--- src/rtl/bullet_manager.sv ---
// Per-frame bullet engine for the battle screen: moves, spawns and collision-checks a small
// pool of bullet slots, and serves the slot picked by the renderer's index.
module bullet_manager #(
  parameter int unsigned NUM_SLOTS    = 3,
  parameter int unsigned AREA_MAX     = 200,
  parameter int unsigned SPEED        = 2,
  parameter int unsigned HIT_DIST     = 16,
  parameter int unsigned SPAWN_PERIOD = 32,
  parameter logic [15:0] LFSR_SEED    = 16'hACE1
) (
  input  logic        clk,
  input  logic        reset,
  input  logic        enable,
  input  logic        vsync,
  input  logic [2:0]  index,
  input  logic [15:0] playerPos,
  output logic [15:0] bulletPos,
  output logic [1:0]  bulletColor,
  output logic [2:0]  renderl,
  output logic        isRender,
  output logic        hit
);

  localparam int unsigned CntW    = $clog2(SPAWN_PERIOD + 1);
  localparam int unsigned RenderN = (NUM_SLOTS < 3) ? NUM_SLOTS : 3;

  typedef enum logic [1:0] {StIdle, StMove, StSpawn, StCheck} state_e;

  state_e                      state_q, state_d;
  logic [2:0]                  idx_q, idx_d;
  logic [CntW-1:0]             cnt_q, cnt_d;
  logic                        spawn_q, spawn_d;
  logic [15:0]                 lfsr_q, lfsr_d;
  logic                        vs_q;
  logic [NUM_SLOTS-1:0]        act_q, act_d;
  logic [NUM_SLOTS-1:0][7:0]   x_q, x_d, y_q, y_d;
  logic [NUM_SLOTS-1:0][1:0]   dir_q, dir_d;
  logic [NUM_SLOTS-1:0]        col_q, col_d;
  logic                        hit_d;

  logic       tick;
  logic [8:0] mv;
  logic [7:0] sp_p, px, py, dx, dy;
  logic       found;
  logic [15:0] sel_pos;
  logic [1:0]  sel_col;
  logic [2:0]  render_d;

  assign px = playerPos[15:8];
  assign py = playerPos[7:0];

  always_comb begin
    state_d = state_q;
    idx_d   = idx_q;
    cnt_d   = cnt_q;
    spawn_d = spawn_q;
    lfsr_d  = lfsr_q;
    act_d   = act_q;
    x_d     = x_q;
    y_d     = y_q;
    dir_d   = dir_q;
    col_d   = col_q;
    hit_d   = 1'b0;
    tick    = vsync & ~vs_q;
    mv      = '0;
    dx      = '0;
    dy      = '0;
    found   = 1'b0;
    sp_p    = lfsr_q[15:8];
    if (sp_p > 8'(AREA_MAX)) sp_p = sp_p - 8'(AREA_MAX);

    if (!enable) begin
      act_d   = '0;
      state_d = StIdle;
      idx_d   = '0;
      cnt_d   = '0;
      spawn_d = 1'b0;
    end else begin
      unique case (state_q)
        StIdle: begin
          if (tick) begin
            lfsr_d = {lfsr_q[14:0], lfsr_q[15] ^ lfsr_q[13] ^ lfsr_q[12] ^ lfsr_q[10]};
            if (cnt_q == CntW'(SPAWN_PERIOD - 1)) begin
              cnt_d   = '0;
              spawn_d = 1'b1;
            end else begin
              cnt_d   = cnt_q + CntW'(1);
              spawn_d = 1'b0;
            end
            idx_d   = '0;
            state_d = StMove;
          end
        end
        StMove: begin
          for (int k = 0; k < NUM_SLOTS; k++) begin
            if (idx_q == 3'(k) && act_q[k]) begin
              case (dir_q[k])
                2'd0:    mv = {1'b0, y_q[k]} + 9'(SPEED);
                2'd1:    mv = {1'b0, y_q[k]} - 9'(SPEED);
                2'd2:    mv = {1'b0, x_q[k]} + 9'(SPEED);
                default: mv = {1'b0, x_q[k]} - 9'(SPEED);
              endcase
              // Underflow wraps to a 9-bit value above AREA_MAX, so one compare covers both edges.
              if (mv > 9'(AREA_MAX)) act_d[k] = 1'b0;
              else if (dir_q[k][1])  x_d[k] = mv[7:0];
              else                   y_d[k] = mv[7:0];
            end
          end
          if (idx_q == 3'(NUM_SLOTS - 1)) state_d = StSpawn;
          else                            idx_d   = idx_q + 3'd1;
        end
        StSpawn: begin
          if (spawn_q) begin
            for (int k = 0; k < NUM_SLOTS; k++) begin
              if (!found && !act_q[k]) begin
                found    = 1'b1;
                act_d[k] = 1'b1;
                dir_d[k] = lfsr_q[1:0];
                col_d[k] = lfsr_q[2];
                case (lfsr_q[1:0])
                  2'd0:    begin x_d[k] = sp_p;           y_d[k] = 8'd0;           end
                  2'd1:    begin x_d[k] = sp_p;           y_d[k] = 8'(AREA_MAX);   end
                  2'd2:    begin x_d[k] = 8'd0;           y_d[k] = sp_p;           end
                  default: begin x_d[k] = 8'(AREA_MAX);   y_d[k] = sp_p;           end
                endcase
              end
            end
          end
          spawn_d = 1'b0;
          idx_d   = '0;
          state_d = StCheck;
        end
        StCheck: begin
          for (int k = 0; k < NUM_SLOTS; k++) begin
            if (idx_q == 3'(k) && act_q[k]) begin
              dx = (x_q[k] >= px) ? x_q[k] - px : px - x_q[k];
              dy = (y_q[k] >= py) ? y_q[k] - py : py - y_q[k];
              if (dx < 8'(HIT_DIST) && dy < 8'(HIT_DIST)) begin
                act_d[k] = 1'b0;
                hit_d    = 1'b1;
              end
            end
          end
          if (idx_q == 3'(NUM_SLOTS - 1)) begin
            idx_d   = '0;
            state_d = StIdle;
          end else begin
            idx_d = idx_q + 3'd1;
          end
        end
      endcase
    end
  end

  always_comb begin
    sel_pos  = '0;
    sel_col  = '0;
    render_d = '0;
    for (int k = 0; k < NUM_SLOTS; k++) begin
      if (index == 3'(k)) begin
        sel_pos = {x_q[k], y_q[k]};
        sel_col = {1'b0, col_q[k]};
      end
    end
    for (int k = 0; k < RenderN; k++) render_d[k] = act_d[k];
  end

  always_ff @(posedge clk or posedge reset) begin
    if (reset) begin
      state_q     <= StIdle;
      idx_q       <= '0;
      cnt_q       <= '0;
      spawn_q     <= 1'b0;
      lfsr_q      <= LFSR_SEED;
      vs_q        <= 1'b0;
      act_q       <= '0;
      x_q         <= '0;
      y_q         <= '0;
      dir_q       <= '0;
      col_q       <= '0;
      hit         <= 1'b0;
      renderl     <= '0;
      isRender    <= 1'b0;
      bulletPos   <= '0;
      bulletColor <= '0;
    end else begin
      state_q     <= state_d;
      idx_q       <= idx_d;
      cnt_q       <= cnt_d;
      spawn_q     <= spawn_d;
      lfsr_q      <= lfsr_d;
      vs_q        <= vsync;
      act_q       <= act_d;
      x_q         <= x_d;
      y_q         <= y_d;
      dir_q       <= dir_d;
      col_q       <= col_d;
      hit         <= hit_d;
      renderl     <= render_d;
      isRender    <= |render_d;
      bulletPos   <= sel_pos;
      bulletColor <= sel_col;
    end
  end

endmodule

--- config.mk ---
export PLATFORM = sky130hd
export DESIGN_NAME = bullet_manager
export DESIGN_NICKNAME = d
export VERILOG_FILES = /design/src/rtl/bullet_manager.sv
export SDC_FILE = /design/constraint.sdc
export NUM_CORES = 1
export LEC_CHECK = 0
export CAP_MARGIN = 20
export CORE_MARGIN = 2
export CORE_UTILIZATION = 31
export CTS_CLUSTER_SIZE = 28
export DETAILED_ROUTE_END_ITERATION = 8
export PLACE_DENSITY_LB_ADDON = 0.1
export SLEW_MARGIN = 40
export SYNTH_ARGS = -nofsm -noshare
export SYNTH_HDL_FRONTEND = slang
export SYNTH_SLANG_ARGS = --single-unit
--- constraint.sdc ---
create_clock -name clk -period 4.6 [get_ports clk]
set_input_delay 1.38 -clock clk [delete_from_list [all_inputs] [get_ports clk]]
set_output_delay 1.38 -clock clk [all_outputs]
set_load 0.05 [all_outputs]
### After elaboration in Yosys (flattened, before gate mapping)

Cells that the tools add are included.

| word-level totals | value |
|---|---|
| bits in writable memories | 0 |
| ROM bits | 0 |
| memories | 0 |
| output and inout port bits | 23 |
| latch bits | 0 |
| register bits | 109 |
| input port bits | 23 |
| word-level logic and storage cells | 253 |

| cells by class | value |
|---|---|
| add/subtract/negate cells | 27 |
| $lt $le $gt $ge | 16 |
| shift-type cells | 0 |
| multiplexer cells | 106 |
| bitwise operators | 6 |
| divide/modulo/power cells | 0 |
| equal/unequal tests | 39 |
| reduce and logical (&&, ||, !) cells | 36 |
| $mul | 0 |

Operators with widths:

| operator | number |
|---|---|
| two-way mux 8 bit | 31 |
| case mux 24 bit (2 select lines) | 2 |
| subtractor 8 bit | 12 |
| two-way mux 9 bit | 9 |
| case mux 9 bit (3 select lines) | 3 |
| adder 8 x 2 -> 9 bit, second input constant | 6 |
| subtractor 8 x 2 -> 9 bit, second input constant | 6 |
| greater-or-equal comparator 8 bit | 6 |
| < comparator 8 x 5 -> 1 bit, second input constant | 6 |
| two-way mux 16 bit | 3 |
| two-way mux 24 bit | 2 |
| AND reduction 7 bit | 6 |
| two-way mux 1 bit | 34 |
| != test 2 bit, second input constant | 16 |
| case mux 8 bit (2 select lines) | 2 |
| greater-than comparator 9 x 8 -> 1 bit, second input constant | 3 |
| two-way mux 6 bit | 4 |
| two-way mux 3 bit | 6 |
| equality test 2 bit, second input constant | 6 |
| two-way mux 2 bit | 6 |
| != test 3 bit, second input constant | 4 |
| case mux 3 bit (4 select lines) | 1 |
| AND reduction 4 bit | 3 |
| equality test 2 x 1 -> 1 bit, second input constant | 5 |
| other kinds (24) | 48 |

### Depth between registers and ports, before layout

Gate-level depths: netlist of run 1.

| logic depth | value |
|---|---|
| depth in word-level cells | 17 |
| mapped depth | 17 |
| gate-level depth less buffers | 14 |

### Least setup slack after synthesis of run 1

OpenSTA, ideal clock, no wires.

| timing path | value |
|---|---|
| path kind | input-to-reg |
| start | input port playerPos[8] |
| end | register isRender |
| arrival | 4,099 ps |
| stages on the path | 12 |
| slack | 363 ps |
| buffers on the path | 0 |
| data required time | 4,461 ps |
| path through | inv_1 > ha_1 > nand2b_4 > a2111oi_4 > o31ai_4 > mux2_4 > a211oi_1 > a21oi_1 > o31a_1 > nor4_4 > o21ai_2 > or4b_1 |

| on the way | value |
|---|---|
| word-level cells in the longest chain between the ends | 9 |
| elaborated cells on any way between the ends | 27 |
| those cells by class | add/sub: 6; order compare: 6; mux: 11; reduce/logical: 4 |

Ends and longest elaborated chain:

| what | RTL line | source |
|---|---|---|
| from (decl) | 16 | `input logic [15:0] playerPos,` |
| subtractor 8 bit / greater-or-equal comparator 8 bit (equally long branches) | 136 | `dx = (x_q[k] >= px) ? x_q[k] - px : px - x_q[k];` |
| two-way mux 8 bit * | 136 |  |
| < comparator 8 x 5 -> 1 bit * | 138 | `if (dx < 8'(HIT_DIST) && dy < 8'(HIT_DIST)) begin` |
| logical AND 1 bit * | 138 |  |
| two-way mux 1 bit * | 138 |  |
| two-way mux 1 bit * | 135 | `if (idx_q == 3'(k) && act_q[k]) begin` |
| case mux 3 bit (3 select lines) * | 79 | `unique case (state_q)` |
| two-way mux 3 bit * | 72 | `if (!enable) begin` |
| named net act_d[1] | 35 | `logic [NUM_SLOTS-1:0] act_q, act_d;` |
| OR reduction 3 bit * | 200 | `isRender <= \|render_d;` |
| to (signal assigned) | 200 |  |
| to (decl) | 20 | `output logic isRender,` |

The timed path passes the listed nets; every way through them passes the cells marked *.
A chain may end at the register's enable or synchronous reset.

### Final worst setup path of run 1

| timing path | value |
|---|---|
| start | input port playerPos[14] |
| end | register isRender |

The elaborated chain is that of the path after synthesis.

==> reports/summary.md, run 1 <==
- Crit path required time: 4.83 ns
- fraction of the cycle the final worst path needs: 97.8%
- clock tree skew after final layout: 0.0170 ns
- vias in the first global route: 9238
- Root Buffer: sky130_fd_sc_hd__clkbuf_16
- Post-Syn Area per Cell: 8.09 sq um
- Die Height: 182 um
- cell depth of the worst flop-to-flop path: 12
- portion of synthesized cell area occupied by the leading cell type: 25.4%
- Max Root-Sink Buffers: 2
- Hold WC Path Type: register to register
- slew of the pin with the lowest slew margin: 0.700 ns
- Slowest Stage Delay on Critical Path: 0.50 ns
- core outline area: 31500 sq um
- number of standard cells after synthesis: 1219
- distinct cell type count after synthesis: 82
- mean number of vias per cell: 5.35
- last weighted congestion value of the routability-driven placer: 0.916
- share of the yosys chip area belonging to registers: 27.5%
- Die W: 182 um
- minimum period implied by the final worst setup slack: 4.50 ns
- largest driver fanout on the critical path: 4
- Crit. End Element: register
- pin count of the biggest net entering global routing: 75
- nets in the synthesized netlist: 1346
- number of antenna violations at the first check in global routing: 0
- max capacitance violation total: 0
- share of layout cells above drive strength 1: 20.4%
- CTS clk-pin slew, worst paths: 0.08 ns
- Synth top cells by count: 115 x sky130_fd_sc_hd__nor2_1, 109 x sky130_fd_sc_hd__nand2_1, 104 x sky130_fd_sc_hd__ha_1
- detailed-route via count: 9456
- antenna-violating nets left: 0
- terminus of the critical flop-to-flop path: x_q[16]
- pre-CTS setup slack: -0.403 ns
- Core Rows: 65
- Top FF cell, synth: sky130_fd_sc_hd__dfrtp_1
- HPWL Detailed: 28700 um
- top achievable clock speed: 222 MHz
- die area: 33300 sq um
- net switching fraction of the power: 47.8%
- clock latency on the worst-skew pair: 0.37 ns
- tightest slew margin relative to the limit: 53.2%
- library cell occupying the most area in the post-synthesis netlist: sky130_fd_sc_hd__dfrtp_1
- final slew viol count: 0
- setup slack of the critical path after layout: 0.102 ns
- worst reg2reg setup slack: 0.51 ns
- area added between synthesis and finish: 25.2%
- kind of cell adding the most delay to the critical path: simple AND/OR/NAND/NOR gates
- number of enable-type register cells in the synthesized netlist: 0
- detailed-route wire length: 36200 um
- Max IR drop VDD: 0.000185 V
- Ant. Diodes: 0
- clock sinks: 108
- number of I/O port buffers: 44
- slowest stage cell on the critical path: sky130_fd_sc_hd__or4b_1
- hold wc startpoint: col_q[2]
- post-synth design cell area: 9870 sq um
- Hold Crit Endpoint: col_q[2]
- Setup crit start: playerPos[14]
- synth warn: 0
- # IOs: 46
- global router's overall resource usage: 21.8%
- CTS H-Tree Depth: 3
- Cells on Worst Hold Path: 1
- residual overflow from global routing: 0
- status: finished, final reports clean
- net count reported at finish: 1487
- relative contribution of the clock network to total power: 13.8%
- Detailed Routing Iterations Pass 1: 5
- Final Setup Violations: 0
- sequential cell fraction of total power: 27.6%
- launch point of the worst reg-to-reg path: dir_q[4]
- post-route core utilization: 39.3%
- initial drt markers: 694
- sort of element at the start of the critical path: input port
- DRC errors left: 0
- Initial Util: 31.3%
- worst endpoint data arrival time: 4.73 ns
- total of hold buffers inserted after clock tree synthesis: 0
- total power divided by cell area: 478 nW/um^2
- ys async rst share: 100%
- leakage power: 0.00556 uW
- number of endpoints with negative hold slack in the final report: 0
- most repeated cell in the gate-level netlist after synthesis: sky130_fd_sc_hd__nor2_1
- top post-synthesis cells by area: sky130_fd_sc_hd__dfrtp_1 25%, sky130_fd_sc_hd__ha_1 13%, sky130_fd_sc_hd__mux2i_1 5.4%
- Comb pwr share: 58.6%
- critical path buffer and inverter count: 2
- number of buffers created by CTS: 9
- kind of critical path: input port to register
- worst-path cell chain: clkdlybuf4s50_1, inv_1, ha_4, and2_4, nand3_2, o31ai_4, mux2_4, a211oi_2, a21oi_1, o31a_1, nor4_4, o21ai_2, or4b_1
- drt wl/cell: 20.5 um
- Internal Pwr Total: 3080 uW
- first-pass GRT wire length: 55200 um
- TritonCTS clock tree: done
- post-synthesis sequential element count: 108
- sw power: 2820 uW
-- worst max-delay path by stage --
stage                     endpoint  slack (ns)  cells after the start
after floorplan           isRender        0.36                     12
after global placement    isRender       -0.34                     13
after detailed placement  isRender       -0.40                     13
after CTS                 isRender      0.0005                     13
after global routing      isRender       -0.02                     13
final                     isRender        0.10                     13
-- cell usage in the layout (no fill, tap or decap), types with 36 or more instances in the layout --
cell type,count
sky130_fd_sc_hd__nand2_1,108
sky130_fd_sc_hd__nor2_1,115
sky130_fd_sc_hd__inv_1,82
sky130_fd_sc_hd__ha_1,89
sky130_fd_sc_hd__mux2i_1,50
sky130_fd_sc_hd__buf_4,139
sky130_fd_sc_hd__o21ai_0,94
sky130_fd_sc_hd__dfrtp_1,100
sky130_fd_sc_hd__nand3_1,36
sky130_fd_sc_hd__a21oi_1,84
-- routing by layer --
layer / wire length (um) / global-route usage (%) / part of all wire (%)
met3: 1320 / 1.80 / 3.6
met4: 1180 / 7.81 / 3.2
met1: 16800 / 29.8 / 46
met5: 0 / 0 / 0
met2: 16900 / 36.2 / 47
-- timing repair --
item,in CTS,in global routing
pin swaps,12,26
buffers inserted,1,3
endpoints found under the setup margin,1,2
gates cloned,0,0
gates resized for setup,19,68
-- flip-flops by register name, summed over array words and instances, names as in the netlist --
register,count
cnt_q,6
y_q,24
dir_q,6
bulletPos,16
idx_q,3
lfsr_q,16
vs_q,1
hit,1
col_q,3
spawn_q,1
bulletColor,1
act_q,3
isRender,1
state_q,2
x_q,24
-- layout make-up --
cell class,instances,area [sq um]
fill,3275,19100
multi-input combinational,961,6960
sequential,108,2710
timing repair buffer,184,1520
tap,402,503
inverter,96,365
clock buffer,9,225
clock inverter,7,73.8
-- power groups by stage --
stage / clock, uW / combinational, uW / sequential (uW)
2_1_floorplan: 0 / 2100 / 1420
3_5_place_dp: 0 / 3170 / 1620
5_1_grt: 869 / 3790 / 1650
3_3_place_gp: 0 / 3160 / 1620
6_report: 814 / 3460 / 1630
4_1_cts: 834 / 3240 / 1600
-- cell families (layout without fill, tap and decap cells) --
logic type               count (synthesis)  count (layout)  synth area share [%]
XOR/XNOR                                31              31                  2.75
adder cells (fa/ha/maj)                104             104                  13.2
flip-flops                             108             108                  27.5
other                                    1               1                0.0380
AND/OR/NAND/NOR                        403             403                  20.0
buffers and inverters                  150             296                  5.87
multiplexers                            80              80                  8.61
AO/OA/AOI/OAI                          342             342                  22.1
-- per-stage QoR --
| step | cell area, sq um | hold WS, ns | std cells | power, uW | TNS [ns] |
|---|---|---|---|---|---|
| after floorplan | 9870 | 0.475 | 1219 | 3520 | 0 |
| after CTS | 12000 | 0.516 | 1764 | 5680 | 0 |
| final | 12400 | 0.512 | 1767 | 5900 | 0 |
| after detailed placement | 11600 | 0.497 | 1747 | 4780 | -0.454 |
| after global routing | 12400 | 0.538 | 1767 | 6310 | -0.0210 |
| after global placement | 11600 | 0.492 | 1747 | 4770 | -0.342 |
Note: power is estimated with default switching activity, not from simulation.
==> inputs of run 2 (changes only) <==
--- a/config.mk
+++ b/config.mk
@@ -5,7 +5,9 @@
 export SDC_FILE = /design/constraint.sdc
 export NUM_CORES = 1
 export LEC_CHECK = 0
-export CAP_MARGIN = 20
+export CAP_MARGIN = 10
+export CELL_PAD_IN_SITES_DETAIL_PLACEMENT = 2
+export CELL_PAD_IN_SITES_GLOBAL_PLACEMENT = 2
 export CORE_MARGIN = 2
 export CORE_UTILIZATION = 31
 export CTS_CLUSTER_SIZE = 28
==> run 2 against run 1 <==
  * Combinational power increased by 5%
  * Largest cell class unchanged
  * Final cell count increased by 0.74%
  * Highest routed layer is now met5
  * Clock power increased by 4.3%
  * Worst hold slack improved by 0.0046 ns
==> reports/summary.md, run 2 (synthesized netlist as in run 1, its figures left out) <==
- max capacitance violation total: 0, unchanged
- leakage power: 0.00562 uW, was 0.00556 uW
- core outline area: 31500 sq um, unchanged
- worst-path cell chain: clkdlybuf4s50_1, inv_2, buf_4, ha_1, a21oi_1, o21a_1, o31ai_4, buf_4, mux2i_4, a211oi_2, a21oi_1, o31a_1, nor4_4, o21ai_2, or4b_1, was clkdlybuf4s50_1, inv_1, ha_4, and2_4, nand3_2, o31ai_4, mux2_4, a211oi_2, a21oi_1, o31a_1, nor4_4, o21ai_2, or4b_1
- sort of element at the start of the critical path: input port, unchanged
- critical path buffer and inverter count: 4, was 2
- Die W: 182 um, unchanged
- initial drt markers: 470, was 694
- slowest stage cell on the critical path: sky130_fd_sc_hd__or4b_1, unchanged
- Die Height: 182 um, unchanged
- CTS clk-pin slew, worst paths: 0.09 ns, was 0.08 ns
- global router's overall resource usage: 25.5%, was 21.8%
- Slowest Stage Delay on Critical Path: 0.51 ns, was 0.50 ns
- antenna-violating nets left: 0, unchanged
- instance area after placement: 11700 sq um, was 11600 sq um
- most frequent cells in the layout: 152 x sky130_fd_sc_hd__buf_4, 115 x sky130_fd_sc_hd__nor2_1, 109 x sky130_fd_sc_hd__nand2_1, was 139 x sky130_fd_sc_hd__buf_4, 115 x sky130_fd_sc_hd__nor2_1, 108 x sky130_fd_sc_hd__nand2_1
- uppermost layer routed: met5, was met4
- area added between synthesis and finish: 26.0%, was 25.2%
- Post-Place Cells: 1753, was 1747
- most common cell after layout, fill and taps aside: sky130_fd_sc_hd__buf_4, unchanged
- number of antenna violations at the first check in global routing: 1, was 0
- number of buffers created by CTS: 9, unchanged
- mean number of vias per cell: 5.48, was 5.35
- post-layout total power: 6160 uW, was 5900 uW
- Crit. End Element: register, unchanged
- largest registers ranked by flip-flop count: x_q (24), y_q (24), unchanged
- residual overflow from global routing: 0, unchanged
- CTS H-Tree Depth: 3, unchanged
- kind of critical path: input port to register, unchanged
- TritonCTS clock tree: done, unchanged
- Metal-1 WL: 19000 um, was 16800 um
- pin count of the biggest net entering global routing: 60, was 75
- Final Setup Violations: 0, unchanged
- TNS Setup: 0 ns, unchanged
- detailed-route wire length: 42300 um, was 36200 um
- Max IR drop VDD: 0.000238 V, was 0.000185 V
- length of routed met2 wiring: 20200 um, was 16900 um
- HPWL Detailed: 33400 um, was 28700 um
- DRC errors left: 0, unchanged
- number of standard cells in the final layout excluding fillers: 1780, was 1767
- first-pass GRT wire length: 64400 um, was 55200 um
- total of hold buffers inserted after clock tree synthesis: 0, unchanged
- clock latency on the worst-skew pair: 0.37 ns, about the same
- clock tree skew after final layout: 0.0166 ns, was 0.0170 ns
- drt wl/cell: 23.8 um, was 20.5 um
- final slew viol count: 0, unchanged
- fraction of the cycle the final worst path needs: 97.6%, was 97.8%
- number of I/O port buffers: 44, unchanged
- Hold WC Path Type: register to register, unchanged
- final standard cell area without fillers: 12400 sq um, about the same
- total power divided by cell area: 496 nW/um^2, was 478 nW/um^2
- minimum period implied by the final worst setup slack: 4.49 ns, was 4.50 ns
- die area: 33300 sq um, unchanged
- number of endpoints with negative hold slack in the final report: 0, unchanged
- clock sinks: 108, unchanged
- last weighted congestion value of the routability-driven placer: 0.858, was 0.916
- metal3 WL: 1350 um, was 1320 um
- Detailed Routing Iterations Pass 1: 5, unchanged
- # IOs: 46, unchanged
- Initial Util: 31.3%, unchanged
- status: finished, final reports clean, unchanged
- vias in the first global route: 10500, was 9238
- Max Root-Sink Buffers: 2, unchanged
- slew of the pin with the lowest slew margin: 0.776 ns, was 0.700 ns
- net count reported at finish: 1500, was 1487
- Root Buffer: sky130_fd_sc_hd__clkbuf_16, unchanged
- detailed-route via count: 9750, was 9456
- setup slack of the critical path after layout: 0.110 ns, was 0.102 ns
- Crit path required time: 4.85 ns, was 4.83 ns
- worst endpoint data arrival time: 4.74 ns, was 4.73 ns
- largest driver fanout on the critical path: 4, unchanged
- Ant. Diodes: 0, unchanged
- tightest slew margin relative to the limit: 48.3%, was 53.2%
- Core Rows: 65, unchanged
- top achievable clock speed: 223 MHz, was 222 MHz
- pre-CTS setup slack: -0.503 ns, was -0.403 ns
- kind of cell adding the most delay to the critical path: compound AO/OA/AOI/OAI gates, was simple AND/OR/NAND/NOR gates
- share of layout cells above drive strength 1: 21.1%, was 20.4%
## run 2: changes by cell type in the layout (fill, tap and decap cells not counted), sizes merged
cell | previous run | this run
dlymetal6s2s | 7 | 8
dlygate4sd2 | 3 | 2
buf | 140 | 153
## run 2: repair_timing
action                     in CTS  in global routing
resized for setup              16                 64
setup endpoints to repair       1                  1
pin swaps                       8                 17
gates cloned                    0                  0
buffers inserted                3                  8
## run 2: path summary, 6_finish.rpt
kind | from | end | slack (ns) | depth (start not counted)
worst max-delay path | playerPos[12] | isRender | 0.11 | 15
worst min-delay path | col_q[2] | col_q[2] | 0.52 | 1
worst max register to register | dir_q[4] | y_q[20] | 0.51 | 12
worst min register to register | col_q[2] | col_q[2] | 0.52 | 1
max in group asynchronous | reset | lfsr_q[10] | 2.44 | 3
min in group asynchronous | reset | lfsr_q[8] | 1.44 | 2
## run 2: final cells by class
cell class	instances	area, sq um
fill	3570	19000
inverter	96	365
sequential	108	2710
clock inverter	7	93.8
clock buffer	9	225
multi-input combinational	961	6910
timing repair buffer	197	1620
tap	402	503
## run 2: where the power goes
part           switching (uW)  internal, uW  total, uW
Combinational            2050          1600       3650
Clock                     450           398        849
Sequential                505          1160       1670
## run 2: routing by layer
| metal | GRT usage, % | up-vias |
|---|---|---|
| li1 | - | 4620 |
| met1 | 33.3 | 4895 |
| met2 | 43.3 | 167 |
| met3 | 2.93 | 66 |
| met4 | 9.84 | 2 |
| met5 | 0 | - |
## run 2: metrics by stage
| stage | hold WS (ns) | utilization (%) |
|---|---|---|
| after floorplan | 0.475 | - |
| after CTS | 0.522 | 38.4 |
| after global routing | 0.534 | 39.5 |
| after global placement | 0.492 | 37.1 |
| after detailed placement | 0.501 | 37.1 |
| final | 0.517 | 39.5 |
